`src/rtl/beta_fetch_pc.sv`:
```
// beta_fetch_pc: Beta program counter and two-state instruction fetch.
// Ports: clk/reset, irq_in; imem req/addr/ack/data; pcsel, ra_data from
// the decoder; pc, pc_plus4, instr_valid, decoded fields, irq_take out.
`timescale 1ns/1ps
module beta_fetch_pc #(
  parameter logic [31:0] RESET_PC = 32'h8000_0000,
  parameter logic [31:0] ILLOP_PC = 32'h8000_0004,
  parameter logic [31:0] XADR_PC  = 32'h8000_0008
) (
  input  logic        clk,
  input  logic        reset,
  input  logic        irq_in,
  output logic        imem_req,
  output logic [31:0] imem_addr,
  input  logic        imem_ack,
  input  logic [31:0] imem_data,
  input  logic [2:0]  pcsel,
  input  logic [31:0] ra_data,
  output logic [31:0] pc,
  output logic [31:0] pc_plus4,
  output logic        instr_valid,
  output logic [5:0]  opcode,
  output logic [4:0]  rc,
  output logic [4:0]  ra,
  output logic [4:0]  rb,
  output logic [15:0] literal,
  output logic        irq_take
);

  typedef enum logic {
    FETCH = 1'b0,
    EXEC  = 1'b1
  } state_t;

  state_t      state;
  logic [31:0] ir;
  logic        irq_s1;
  logic        irq_s2;
  logic        irq_s3;
  logic        irq_pending;
  logic        irq_rise;
  logic [30:0] br_off;
  logic [31:0] br_pc;
  logic [31:0] jmp_pc;
  logic [31:0] next_pc;

  // request is killed combinationally so a reset abandons the fetch
  assign imem_req    = (state == FETCH) & ~reset;
  assign imem_addr   = {pc[31:2], 2'b00};
  assign instr_valid = (state == EXEC);

  assign opcode  = ir[31:26];
  assign rc      = ir[25:21];
  assign ra      = ir[20:16];
  assign rb      = ir[15:11];
  assign literal = ir[15:0];

  // supervisor bit rides outside the 31-bit adder
  assign pc_plus4 = {pc[31], pc[30:0] + 31'd4};

  assign br_off = {{13{literal[15]}}, literal, 2'b00};
  assign br_pc  = {pc[31], pc_plus4[30:0] + br_off};

  // JMP may clear the supervisor bit, never set it
  assign jmp_pc = {pc[31] & ra_data[31], ra_data[30:0]}
                & 32'hFFFF_FFFC;

  assign irq_rise = irq_s2 & ~irq_s3;
  assign irq_take = (state == EXEC) & irq_pending & ~pc[31];

  always_comb begin
    next_pc = ILLOP_PC;
    unique case (pcsel)
      3'd0:    next_pc = pc_plus4;
      3'd1:    next_pc = br_pc;
      3'd2:    next_pc = jmp_pc;
      3'd4:    next_pc = XADR_PC;
      default: next_pc = ILLOP_PC;
    endcase
  end

  always_ff @(posedge clk or posedge reset) begin
    if (reset) begin
      state <= FETCH;
      pc    <= RESET_PC;
      ir    <= '0;
    end else begin
      unique case (state)
        FETCH: begin
          if (imem_ack) begin
            ir    <= imem_data;
            state <= EXEC;
          end
        end
        EXEC: begin
          pc    <= next_pc & 32'hFFFF_FFFC;
          state <= FETCH;
        end
      endcase
    end
  end

  // a fresh edge beats the clear from a taken interrupt
  always_ff @(posedge clk or posedge reset) begin
    if (reset) begin
      irq_s1      <= 1'b0;
      irq_s2      <= 1'b0;
      irq_s3      <= 1'b0;
      irq_pending <= 1'b0;
    end else begin
      irq_s1 <= irq_in;
      irq_s2 <= irq_s1;
      irq_s3 <= irq_s2;
      if (irq_rise)
        irq_pending <= 1'b1;
      else if (irq_take)
        irq_pending <= 1'b0;
    end
  end

endmodule
```
`config.mk`:
```
export PLATFORM = sky130hd
export DESIGN_NAME = beta_fetch_pc
export DESIGN_NICKNAME = d
export VERILOG_FILES = /design/src/rtl/beta_fetch_pc.sv
export SDC_FILE = /design/constraint.sdc
export NUM_CORES = 1
export LEC_CHECK = 0
export CAP_MARGIN = 30
export CORE_ASPECT_RATIO = 0.7
export CORE_MARGIN = 1
export CORE_UTILIZATION = 50
export CTS_CLUSTER_SIZE = 28
export DETAILED_ROUTE_END_ITERATION = 8
export DONT_BUFFER_PORTS = 1
export PLACE_DENSITY = 0.66
export SETUP_SLACK_MARGIN = 0.2
export SLEW_MARGIN = 20
export SYNTH_ARGS = -nofsm -noshare
export SYNTH_HDL_FRONTEND = slang
export SYNTH_SLANG_ARGS = --single-unit
```
`constraint.sdc`:
```
create_clock -name clk -period 3.8 [get_ports clk]
set_clock_uncertainty 0.1 [all_clocks]
set_input_delay 0.38 -clock clk [delete_from_list [all_inputs] [get_ports clk]]
set_output_delay 0.38 -clock clk [all_outputs]
set_load 0.01 [all_outputs]
```
==> results.md <==
* Status: finished, final reports clean
* Number of cells on the worst reg-to-reg path at 14
* Class of the most critical hold timing path: primary input to register
* Total Die Area at between 0.01 and 0.015 mm2
* YS warnings at 0
* Flop and latch count out of synthesis at 67
* Kind of critical path: register to register
* Critical Path Start: pc[2]$_DFFE_PP0P_
* Area inside the core boundary at 0.0106 mm2
* Setup repair after global routing missed its margin: yes
* Syn avg cell area at 8.83 um2
* Core Rows at 31
* Number of global-route vias before repair at 4868
* Max-slew headroom at a little under two fifths
* H-tree levels at 3
* Filler cell count at about 900
* Element type at the critical path end: register
* Average detailed-routed wire length per instance at between 20 and 25 um
* Clock edge transition at the registers on the reported setup and hold paths at approximately 0.06 ns
* Number of nets in the layout at 770
* Remaining routing DRC violations at 0
* Clock Path Buffers at 2
* First-pass GRT wire length at approximately 29 mm
* Global-route usage over all layers at roughly 34%
* Worst stage delay on the critical path at around 0.38 ns
* Final routed wirelength across all metal layers at between 15 and 20 mm
* Number of maximum-capacitance violations at 0
* Vertical die dimension at 90.1 um
* Cell with the biggest individual delay on the critical path: sky130_fd_sc_hd__dfrtp_1
* Tightest Pin Transition at between 0.9 and 1 ns
* Sort of element at the start of the critical path: register
* Number of enable-type register cells in the synthesized netlist at 0
* Syn Inst Count at ~630
* Layout cells sized above 1 at roughly 27%
* Library cell occupying the most area in the post-synthesis netlist: sky130_fd_sc_hd__dfrtp_1
* Count of TritonRoute iterations in the first routing pass at 6
* I/O pins at between 200 and 250
* Sequential cell area at 0.00168 mm2
* Launch point of the worst reg-to-reg path: pc[2]$_DFFE_PP0P_
* Number of buffers inserted during clock tree synthesis at 9
* Final antenna-violating net count at 0
* Ranking of synthesized cells by area: sky130_fd_sc_hd__dfrtp_1, sky130_fd_sc_hd__ha_1, sky130_fd_sc_hd__mux2_2
* Cell Pwr Density at 475 mW/mm2
* Area growth, synth to finish at 17.7%
* Fin. Hold Viols at 0
* Overall power at around 3100 uW
* Reg-to-Reg End: pc[23]$_DFFE_PP0P_
* Initial antenna violation count at 0
* Number of input and output port buffers inserted at 0
* Max Slew Vio Count at 0
* Share of synthesized flip-flops with an asynchronous set or reset at 100%
* Sequential share of the synthesized area at just over 30%
* Width of the die at 128 um
* Distinct cell type count of the synthesized netlist at 67
* Worst-path maximum fanout at 7
* Initial Util at a little over half
* Fin Setup TNS at 0 ns
* TritonCTS clock tree: built
* Count of routing violations after the opening detailed-route iteration at 566
* Main flop type after synthesis: sky130_fd_sc_hd__dfrtp_1
* Termination of the worst setup path: pc[23]$_DFFE_PP0P_
* Combined area of the multi-input logic cells at 0.00359 mm2
* Clock latency on the worst-skew pair at between 0.3 and 0.4 ns
* Post-layout min period at 3.57 ns
* Via-per-instance ratio at around 6.5
* Total via count after detailed routing at 5326
* Worst hold slack at between 0.06 and 0.07 ns
* Clock root buffer master: sky130_fd_sc_hd__clkbuf_16
* Number of inserted diodes at 0
* Maximum frequency from static timing analysis at between 200 and 300 MHz
* Sum of overflow across all layers after global routing at 0
* Setup violation total in the final timing report at 0
* Final RePlAce weighted congestion at 0.980
* Start point of the worst min-delay path: pcsel[2]
* Detailed Place HPWL at between 15 and 20 mm
* Static leakage at 0.00292 uW
* Critical path cell sequence: ha_1, and3_1, and3_2, buf_4, xor2_1, ha_1, a21oi_1, o21ai_1, buf_4, a21o_1, a21oi_4, a21oi_1, xor2_1, a221o_1
* Worst-case vdd ir drop at between 0.2 and 0.25 mV
* Minimum setup slack among reg-to-reg paths at between 0.2 and 0.25 ns
* Data arrival time of the worst path at roughly 3.7 ns
* Part of the cycle the worst path needs at between 90% and 100%
* Sinks on the clock net at between 60 and 70
* Required time at the worst-slack endpoint at slightly below 4 ns
* Cell area after synthesis at between 0.005 and 0.006 mm2
* Largest net degree at the start of global routing at 46
* Area share of the leading cell type in the synthesized netlist at 29.8%
## where the power goes
group / total, uW / internal, uW / switching, uW
logic: 1260 / 524 / 732
registers: 976 / 807 / 169
clock network: 867 / 514 / 353
## critical path: cells and delay by family, from the launching register on
kind,cells,cell delay (ns)
and+or+nand+nor,2,0.42
xor gates and xnor gates,2,0.38
adders and majority gates,2,0.53
buffers and inverters,2,0.35
DFF,1,0.38
AOI/OAI and AO/OA,6,1.28
## state kept, by name, indices dropped and copies added, names as in the netlist
name and count:
irq_pending 1, irq_s2 1, irq_s3 1, pc 30
instr_valid 1, ir 32, irq_s1 1
## through the flow
stage / setup WS (ns) / cells / utilization, % / area [um2]
after floorplan: 0.276 / 633 / - / 5560
after global placement: 0.163 / 793 / 56.2 / 5930
after detailed placement: 0.178 / 793 / 56.2 / 5930
after CTS: 0.203 / 810 / 59.2 / 6250
after global routing: 0.123 / 818 / 61.9 / 6530
final: 0.229 / 818 / 61.9 / 6530
## cells in the mapped netlist, types with 3 or more instances
cell type                   instances
sky130_fd_sc_hd__a221o_1            4
sky130_fd_sc_hd__o31ai_1            3
sky130_fd_sc_hd__xnor2_1           27
sky130_fd_sc_hd__a222oi_1          11
sky130_fd_sc_hd__buf_1              3
sky130_fd_sc_hd__nand2b_1           4
sky130_fd_sc_hd__inv_1             20
sky130_fd_sc_hd__o21bai_1           5
sky130_fd_sc_hd__nor3b_1            3
sky130_fd_sc_hd__nor2_1            47
sky130_fd_sc_hd__nand4_1           12
sky130_fd_sc_hd__and3_1             9
sky130_fd_sc_hd__o21a_1             5
sky130_fd_sc_hd__and2_1             4
sky130_fd_sc_hd__mux2i_1            4
sky130_fd_sc_hd__clkbuf_1          17
sky130_fd_sc_hd__nand3_1           17
sky130_fd_sc_hd__o211ai_1           4
sky130_fd_sc_hd__a21oi_1           39
sky130_fd_sc_hd__a31oi_1            3
sky130_fd_sc_hd__ha_1              33
sky130_fd_sc_hd__mux2_2            31
sky130_fd_sc_hd__a21o_1             9
sky130_fd_sc_hd__o2bb2ai_1          7
sky130_fd_sc_hd__nor2b_1            3
sky130_fd_sc_hd__nor4_1             5
sky130_fd_sc_hd__nand2_1           51
sky130_fd_sc_hd__o221ai_1           4
sky130_fd_sc_hd__buf_2              5
sky130_fd_sc_hd__o21ai_0           44
sky130_fd_sc_hd__dfrtp_1           66
sky130_fd_sc_hd__nor3_1             6
sky130_fd_sc_hd__a221oi_1           6
sky130_fd_sc_hd__a211oi_1           7
sky130_fd_sc_hd__xor2_1            20
sky130_fd_sc_hd__a22oi_1            9
sky130_fd_sc_hd__buf_4             42
## repair_timing
action / CTS / global route
hold buffers: 1 / 1
setup endpoints to repair: 2 / 12
pin swaps: 0 / 11
setup buffers: 0 / 6
hold endpoints to repair: 1 / 12
gates resized for setup: 2 / 50
## kinds of logic after synthesis
logic type / share of synthesized area (%)
buffers and inverters: 9.41
xor gates and xnor gates: 7.43
other: 0.0676
AOI/OAI and AO/OA: 22.2
DFF: 30.3
and+or+nand+nor: 15.8
adders and majority gates: 7.81
muxes: 7.02
## metal layers
metal,up-vias,track usage [%],wire length (um)
met5,-,0,0
met1,2588,48.6,8680
met2,333,49.2,8340
li1,2362,-,-
met4,0,9.02,417
met3,43,9.52,2340
## worst min-delay path by stage
stage	endpoint	slack, ns	depth (start not counted)
global route	pc[9]$_DFFE_PP0P_	0.06	1
finish	pc[9]$_DFFE_PP0P_	0.06	1
global placement	irq_s2$_DFF_PP0_	0.24	0
floorplan	irq_s2$_DFF_PP0_	0.23	0
detailed placement	irq_s2$_DFF_PP0_	0.25	0
CTS	pc[9]$_DFFE_PP0P_	0.06	1
## layout by cell type, fill, tap and decap left out, types with 4 or more instances in the layout
cell type / netlist / routed
sky130_fd_sc_hd__buf_4: 42 / 87
sky130_fd_sc_hd__dfrtp_1: 66 / 65
sky130_fd_sc_hd__nand2_1: 51 / 50
sky130_fd_sc_hd__nor2_1: 47 / 43
sky130_fd_sc_hd__o21ai_0: 44 / 36
sky130_fd_sc_hd__mux2_2: 31 / 31
sky130_fd_sc_hd__a21oi_1: 39 / 30
sky130_fd_sc_hd__ha_1: 33 / 30
sky130_fd_sc_hd__xnor2_1: 27 / 23
sky130_fd_sc_hd__inv_1: 20 / 19
sky130_fd_sc_hd__xor2_1: 20 / 19
sky130_fd_sc_hd__nand3_1: 17 / 16
sky130_fd_sc_hd__nand4_1: 12 / 12
sky130_fd_sc_hd__a222oi_1: 11 / 11
sky130_fd_sc_hd__o21ai_1: 2 / 9
sky130_fd_sc_hd__a22oi_1: 9 / 9
sky130_fd_sc_hd__clkbuf_16: 0 / 9
sky130_fd_sc_hd__a21o_1: 9 / 8
sky130_fd_sc_hd__a21oi_2: 1 / 8
sky130_fd_sc_hd__o2bb2ai_1: 7 / 7
sky130_fd_sc_hd__and3_1: 9 / 7
sky130_fd_sc_hd__conb_1: 1 / 6
sky130_fd_sc_hd__a211oi_1: 7 / 5
sky130_fd_sc_hd__a221oi_1: 6 / 5
sky130_fd_sc_hd__o21a_1: 5 / 5
sky130_fd_sc_hd__nand2b_1: 4 / 4
sky130_fd_sc_hd__nor3_1: 6 / 4
sky130_fd_sc_hd__a221o_1: 4 / 4
sky130_fd_sc_hd__o211ai_1: 4 / 4
sky130_fd_sc_hd__xnor2_2: 0 / 4
sky130_fd_sc_hd__o221ai_1: 4 / 4
sky130_fd_sc_hd__mux2i_1: 4 / 4
sky130_fd_sc_hd__o21bai_1: 5 / 4
## final cells by class
cell class	instances	area share, %
well taps	148	2.84
flip-flops and latches	67	25.7
repair buffers	90	10.6
clock buffers	9	3.45
multi-input cells	476	55.0
clock inverters	7	1.17
inverters	21	1.21
(Power assumes the default switching activity.)
